### src/rtl/pipe_stage_reg.sv
// Inter-stage pipeline register: stall-vector/flush/bubble control (MODE 0)
// or valid/ready with a 2-entry skid buffer (MODE 1), plus a saturating bubble counter.
module pipe_stage_reg #(
    parameter int                DATA_W    = 128,
    parameter int                SIDE_W    = 1,
    parameter int                STALL_W   = 6,
    parameter int                STAGE     = 2,
    parameter int                MODE      = 0,
    parameter logic [DATA_W-1:0] NOP_VALUE = {DATA_W{1'b0}}
) (
    input  logic               clk,
    input  logic               rst_n,
    input  logic [STALL_W-1:0] stall,
    input  logic               flush,
    input  logic               in_valid,
    output logic               in_ready,
    input  logic [DATA_W-1:0]  in_data,
    input  logic [SIDE_W-1:0]  in_side,
    output logic               out_valid,
    input  logic               out_ready,
    output logic [DATA_W-1:0]  out_data,
    output logic [SIDE_W-1:0]  out_side,
    output logic [1:0]         occupancy,
    output logic [15:0]        bubble_cnt
);

    function automatic logic [15:0] sat_inc(input logic [15:0] v);
        return (v == 16'hFFFF) ? v : v + 16'd1;
    endfunction

    logic              r_vld_p1;
    logic [DATA_W-1:0] r_data_p1;
    logic [SIDE_W-1:0] r_side_p1;
    logic              r_skid_vld_p1;
    logic [DATA_W-1:0] r_skid_data_p1;
    logic [SIDE_W-1:0] r_skid_side_p1;
    logic [15:0]       r_bubble_cnt;

    logic w_up_stall;
    logic w_dn_stall;
    logic w_accept;
    logic w_pop;
    logic w_bubble;
    logic w_unused_stall;

    // Only the two stall bits around this stage matter; the rest are consumed here.
    assign w_unused_stall = ^stall;
    assign w_up_stall     = stall[STAGE];
    assign w_dn_stall     = stall[STAGE+1];

    // MODE 1 ready depends on registered skid state only, never on out_ready.
    assign in_ready = (MODE == 0) ? !w_up_stall : !r_skid_vld_p1;
    assign w_accept = in_valid && in_ready;
    assign w_pop    = r_vld_p1 && out_ready;
    assign w_bubble = (MODE == 0) ? (!flush && w_up_stall && !w_dn_stall)
                                  : (!r_vld_p1 && out_ready);

    // Stage boundary: upstream -> registered output (main) and skid entry.
    always_ff @(posedge clk or negedge rst_n) begin
        if (!rst_n) begin
            r_vld_p1       <= 1'b0;
            r_data_p1      <= NOP_VALUE;
            r_side_p1      <= '0;
            r_skid_vld_p1  <= 1'b0;
            r_skid_data_p1 <= NOP_VALUE;
            r_skid_side_p1 <= '0;
        end else if (MODE == 0) begin
            r_skid_vld_p1 <= 1'b0;
            if (flush) begin
                r_vld_p1  <= 1'b0;
                r_data_p1 <= NOP_VALUE;
                r_side_p1 <= '0;
            end else if (w_up_stall && !w_dn_stall) begin
                // Bubble keeps the sideband so a delay-slot flag survives.
                r_vld_p1  <= 1'b0;
                r_data_p1 <= NOP_VALUE;
            end else if (!w_up_stall) begin
                r_vld_p1  <= in_valid;
                r_data_p1 <= in_data;
                r_side_p1 <= in_side;
            end
        end else begin
            if (flush) begin
                r_vld_p1      <= 1'b0;
                r_data_p1     <= NOP_VALUE;
                r_side_p1     <= '0;
                r_skid_vld_p1 <= 1'b0;
            end else if (w_pop) begin
                if (r_skid_vld_p1) begin
                    r_data_p1     <= r_skid_data_p1;
                    r_side_p1     <= r_skid_side_p1;
                    r_skid_vld_p1 <= 1'b0;
                end else if (w_accept) begin
                    r_data_p1 <= in_data;
                    r_side_p1 <= in_side;
                end else begin
                    r_vld_p1 <= 1'b0;
                end
            end else if (w_accept) begin
                if (!r_vld_p1) begin
                    r_vld_p1  <= 1'b1;
                    r_data_p1 <= in_data;
                    r_side_p1 <= in_side;
                end else begin
                    r_skid_vld_p1  <= 1'b1;
                    r_skid_data_p1 <= in_data;
                    r_skid_side_p1 <= in_side;
                end
            end
        end
    end

    // Flush deliberately leaves the performance counter alone.
    always_ff @(posedge clk or negedge rst_n) begin
        if (!rst_n) begin
            r_bubble_cnt <= '0;
        end else if (w_bubble) begin
            r_bubble_cnt <= sat_inc(r_bubble_cnt);
        end
    end

    assign out_valid  = r_vld_p1;
    assign out_data   = r_data_p1;
    assign out_side   = r_side_p1;
    assign occupancy  = {1'b0, r_vld_p1} + {1'b0, r_skid_vld_p1};
    assign bubble_cnt = r_bubble_cnt;

endmodule

### config.mk
export PLATFORM = sky130hd
export DESIGN_NAME = pipe_stage_reg
export DESIGN_NICKNAME = d
export VERILOG_FILES = /design/src/rtl/pipe_stage_reg.sv
export SDC_FILE = /design/constraint.sdc
export NUM_CORES = 1
export LEC_CHECK = 0
export BUFFER_PORTS_ARGS = -buffer_cell sky130_fd_sc_hd__buf_4
export CORE_ASPECT_RATIO = 1.5
export CORE_UTILIZATION = 25
export CTS_CLUSTER_SIZE = 30
export DETAILED_ROUTE_END_ITERATION = 8
export SYNTH_ARGS = -nofsm -noshare
export SYNTH_HDL_FRONTEND = slang
export SYNTH_SLANG_ARGS = --single-unit
### constraint.sdc
create_clock -name clk -period 3.16 [get_ports clk]
set_input_delay 0.316 -clock clk [delete_from_list [all_inputs] [get_ports clk]]
set_output_delay 0.316 -clock clk [all_outputs]
set_load 0.01 [all_outputs]
Word-level counts from Yosys, hierarchy flattened
Cells that the tools add are included.

word-level totals
  register bits after elaboration = 146
  latch bits = 0
  bits in writable memories = 0
  bits in read-only memories = 0
  input port bits = 140
  output and inout port bits = 149
  word-level logic and storage cells = 27
  memories = 0

cells by class
  add/sub/neg operators = 1
  multiply operators = 0
  div/mod/pow operators = 0
  magnitude comparators = 0
  eq/ne operators = 4
  shift-type cells = 0
  multiplexer cells = 9
  bitwise logic cells = 1
  reductions and logical operators = 8

operators by type and width
  operator                                                number
  2-to-1 mux 128 bit                                      3
  adder 16 x 1 -> 16 bit (second input constant)          1
  == test 16 bit (second input constant)                  1
  2-to-1 mux 1 bit                                        6
  AND reduction 2 bit                                     2
  logical AND 1 bit                                       3
  logical NOT 1 bit                                       3
  inequality test 3 x 1 -> 1 bit (second input constant)  1
  inequality test 2 x 1 -> 1 bit (second input constant)  1
  inequality test 2 bit (second input constant)           1
  inverter 1 bit                                          1

Logic depth before layout (Yosys ltp)
  depth after elaboration = 4
  depth in mapped cells = 5
  mapped depth without buffers = 5

Least setup slack after synthesis
No wires, ideal clock.

  path type = register to register
  from = register r_bubble_cnt[0] (netlist: bubble_cnt[0])
  to = register r_bubble_cnt[7] (netlist: bubble_cnt[7])
  setup time = 128 ps
  arrival time = 1472 ps
  data required time = 3032 ps
  path slack = 1560 ps
  cell stages (with the launch flop) = 6
  path through = dfrtp_1 > ha_1 > and3_1 > nor4b_4 > and4bb_1 > xor2_1

on the way
  word-level cells in the longest chain between the ends = 3
  elaborated cells between the ends (all ways) = 4
  classes of those cells = add/sub (1); eq/ne (1); bitwise (1); reduce/logical (1)

RTL lines
  element                                                         RTL line  RTL
  start, declared                                                 37        logic [15:0] r_bubble_cnt;
  start signal, assigned                                          118       r_bubble_cnt <= sat_inc(r_bubble_cnt);
  branches (longest 3 deep; another with adder 16 x 1 -> 16 bit)  -

Several ways; the timed one is not identified.
A chain may end at the register's enable or synchronous reset.

Worst setup path after layout
Same ends and word-level chain as after synthesis.

==> impl_metrics.py <==
metrics = {
    "outcome": {
        "status": "finished, final reports clean",
    },
    "yosys": {
        "synth_cells": 367,
        "yosysUniqueCellTypes": 35,
        "synthArstFlopShare_pct": 100,
        "synth_nets": 508,
        "synth_warnings": 0,
        "ys_seq_area_share_pct": 67.8,
        "synth-edff-count": 0,
        "avgSynthCellArea_um2": 14.7,
        "ys_ff_latch": 146,
        "synth-main-ff-cell": "dfrtp_1",
        "netlist_area_mm2": 0.00539,
    },
    "clock_tree": {
        "clockRootBuffer": "clkbuf_16",
        "cts_buffer_depth": 2,
        "cts_max_level": 4,
        "cts_buffers": 17,
        "cts_tree": "done",
        "clk_pin_slew_ns": 0.06,
        "cts_sinks": 146,
        "post_cts_buffers": 0,
        "worstSkewPairLatency_ns": 0.42,
    },
    "sta": {
        "slew_headroom_pct": 52.4,
        "fmax_mhz": 579,
        "finalWorstSetupSlack_ns": 1.43,
        "fin_skew_ns": 0.00484,
        "period_share_pct": 54.6,
        "slew_violations": 0,
        "worst_pin_slew_ns": 0.714,
        "final-hold-violation-count": 0,
        "period_minus_slack_ns": 1.73,
        "setup_tns_ns": 0,
        "setup_viol": 0,
        "rsz0062_at_grt": "false",
    },
    "floorplanning": {
        "ios": 289,
        "coreArea_mm2": 0.0211,
        "start_util_pct": 25.6,
        "die_y_um": 182,
        "die_area_mm2": 0.0221,
        "die_x_um": 122,
        "rows": 65,
    },
    "worst_hold_path": {
        "min_path_cells": 2,
        "min_path_type": "primary input to flop",
        "hp-start": "in_data[38]",
    },
    "routing": {
        "wl_um": 15500,
        "postRouteAntennaNets": 0,
        "route.vias.total": 4310,
        "drcViolationCount": 0,
        "vias_per_cell": 4.66,
        "drt_iter0_drc": 159,
        "first_pass_iters": 4,
        "routedWlPerCell_um": 16.7,
    },
    "critical_path": {
        "cp.required_ns": 3.45,
        "start_kind": "flop",
        "cp-startpoint": "bubble_cnt[0]",
        "path_depth": 5,
        "cp_slowest_cell": "dfrtp_1",
        "arrival_ns": 2.02,
        "max_stage_delay_ns": 0.42,
        "r2r_cells": 5,
        "crit_chain": "ha_1 > and3_1 > nor4b_4 > and4bb_1 > xor2_1",
        "cp_num_buf_inv": 0,
        "end_kind": "flop",
        "crit_fanout": 5,
        "timing.rr.start": "bubble_cnt[0]",
        "critical_path_class": "flop to flop",
        "path_delay_family": "simple AND/OR/NAND/NOR gates",
    },
    "pwr": {
        "p_comb_share_pct": 12.8,
        "p_per_area_mw_per_mm2": 559,
        "switching_share_pct": 24.0,
        "irDropWorstVdd_mv": 0.348,
        "netSwitchingPower_mw": 1.12,
        "p_clk_share_pct": 42.9,
        "p_seq_share_pct": 44.3,
        "p_int_mw": 3.56,
        "p_leak_nw": 4.41,
    },
    "layout": {
        "final_cells": 925,
        "nNetsFinal": 785,
        "fillCellCount": 2013,
        "final_cell_area_mm2": 0.00837,
        "drive_gt1_share_pct": 49.9,
        "diodes": 0,
        "area_growth_syn_to_layout_pct": 55.5,
    },
    "placed_design": {
        "dpl_cell_area_mm2": 0.00777,
        "dp.cells": 892,
        "gp_congestion": 0.794,
        "numPortBuffers": 282,
        "dp_slack_ns": 1.45,
        "hpwl_um": 10900,
    },
    "job": {
        "maxCapViolCount": 0,
    },
    "global_routing": {
        "grtUsageTotal_pct": 14.4,
        "grt_pass1_wl_um": 24200,
        "grt_pass1_vias": 4666,
        "grt_max_degree": 79,
        "grt.overflow.total": 0,
        "antenna_found_initial": 0,
    },
}
-- placed cells by master (no fill, tap or decap), drive strengths merged --
cell type / synthesis / final
a21oi: 1 / 1
a22o: 129 / 129
a31oi: 1 / 1
and3: 2 / 2
and3b: 1 / 1
and4: 1 / 1
and4bb: 1 / 1
buf: 15 / 287
bufinv: 0 / 2
clkbuf: 15 / 24
clkinv: 0 / 3
clkinvlp: 0 / 3
conb: 1 / 1
dfrtp: 146 / 146
dlygate4sd3: 0 / 1
ha: 1 / 1
inv: 2 / 2
mux2: 2 / 2
mux2i: 1 / 1
nand2: 5 / 5
nand3: 3 / 3
nand3b: 1 / 1
nand4: 7 / 7
nor2: 7 / 7
nor3: 5 / 5
nor3b: 2 / 2
nor4b: 1 / 1
o2111ai: 1 / 1
o21ai: 2 / 2
or3: 1 / 1
or3b: 1 / 1
xnor2: 5 / 5
xor2: 7 / 7
-- cell type report --
class	instances	area, µm²	share of cell area, %
clock buffer	24	492	5.87
clock inverter	8	101	1.21
inverter	2	7.51	0.0897
multi-input combinational	189	1600	19.1
sequential	146	3650	43.6
tap	268	335	4.00
timing repair buffer	288	2180	26.0
-- worst reg2reg max path: stages (launching register included) --
cell      delay [ns]
dfrtp_1         0.42
ha_1            0.24
and3_1          0.23
nor4b_4         0.31
and4bb_1        0.26
xor2_1          0.14
-- what timing repair did --
item | CTS | global route
endpoints found under the setup margin | 0 | 0
hold buffers | 1 | 0
gates resized for setup | 0 | 0
endpoints found under the hold margin | 77 | 0
-- flip-flops by register name (all words and copies together), names as in the netlist --
signal / flops
out_data: 128
bubble_cnt: 16
out_valid: 1
out_side: 1
-- worst paths after layout --
path | endpoint | slack, ns
worst min register to register | out_data[23] | 0.50
max in group asynchronous | out_data[96] | 1.80
worst max register to register | bubble_cnt[7] | 1.43
min in group asynchronous | bubble_cnt[15] | 0.49
worst min-delay path | out_data[38] | 0.11
worst max-delay path | bubble_cnt[7] | 1.43
-- cells in the mapped netlist (3+ instances only) --
| master | n | share of area (%) |
|---|---|---|
| nand2_1 | 5 | 0.35 |
| nor2_1 | 6 | 0.42 |
| nand4_1 | 4 | 0.46 |
| dfrtp_1 | 146 | 68 |
| nor3_1 | 4 | 0.37 |
| nand4_2 | 3 | 0.70 |
| buf_2 | 12 | 1.1 |
| nand3_1 | 3 | 0.28 |
| xnor2_1 | 5 | 0.81 |
| xor2_1 | 7 | 1.1 |
| a22o_1 | 129 | 21 |
| clkbuf_1 | 15 | 1.0 |
-- stage by stage --
step | utilization (%) | power, mW | hold slack, ns
final | 39.8 | 4.68 | 0.107
after global routing | 39.8 | 4.91 | 0.0761
after CTS | 39.8 | 4.76 | 0.0791
after detailed placement | 36.9 | 2.71 | 0.395
after global placement | 36.9 | 2.69 | 0.385
after floorplan | - | 2.30 | 0.0204
-- logic make-up after synthesis --
family / Yosys count / share of synthesized area [%]
compound gates: 134 / 21.5
xor+xnor: 12 / 1.95
fa+ha+maj: 1 / 0.232
buf+inv: 32 / 2.65
flops: 146 / 67.8
mux: 3 / 0.674
other cells: 1 / 0.0696
simple gates: 38 / 5.04
-- routing by layer --
| metal | GRT usage, % | vias up | wire (µm) |
|---|---|---|---|
| met5 | 0 | - | 0 |
| met3 | 4.52 | 36 | 1020 |
| met2 | 24.6 | 181 | 8030 |
| li1 | - | 1947 | - |
| met4 | 7.95 | 0 | 518 |
| met1 | 15.6 | 2146 | 5920 |
-- power by group through the flow --
stage	registers, mW	logic [mW]	clock network (mW)
finish	2.07	0.599	2.01
global route	2.09	0.654	2.16
CTS	2.07	0.609	2.08
detailed placement	2.10	0.608	0
global placement	2.10	0.595	0
floorplan	2.14	0.163	0
Power figures use the tool's default switching activity.
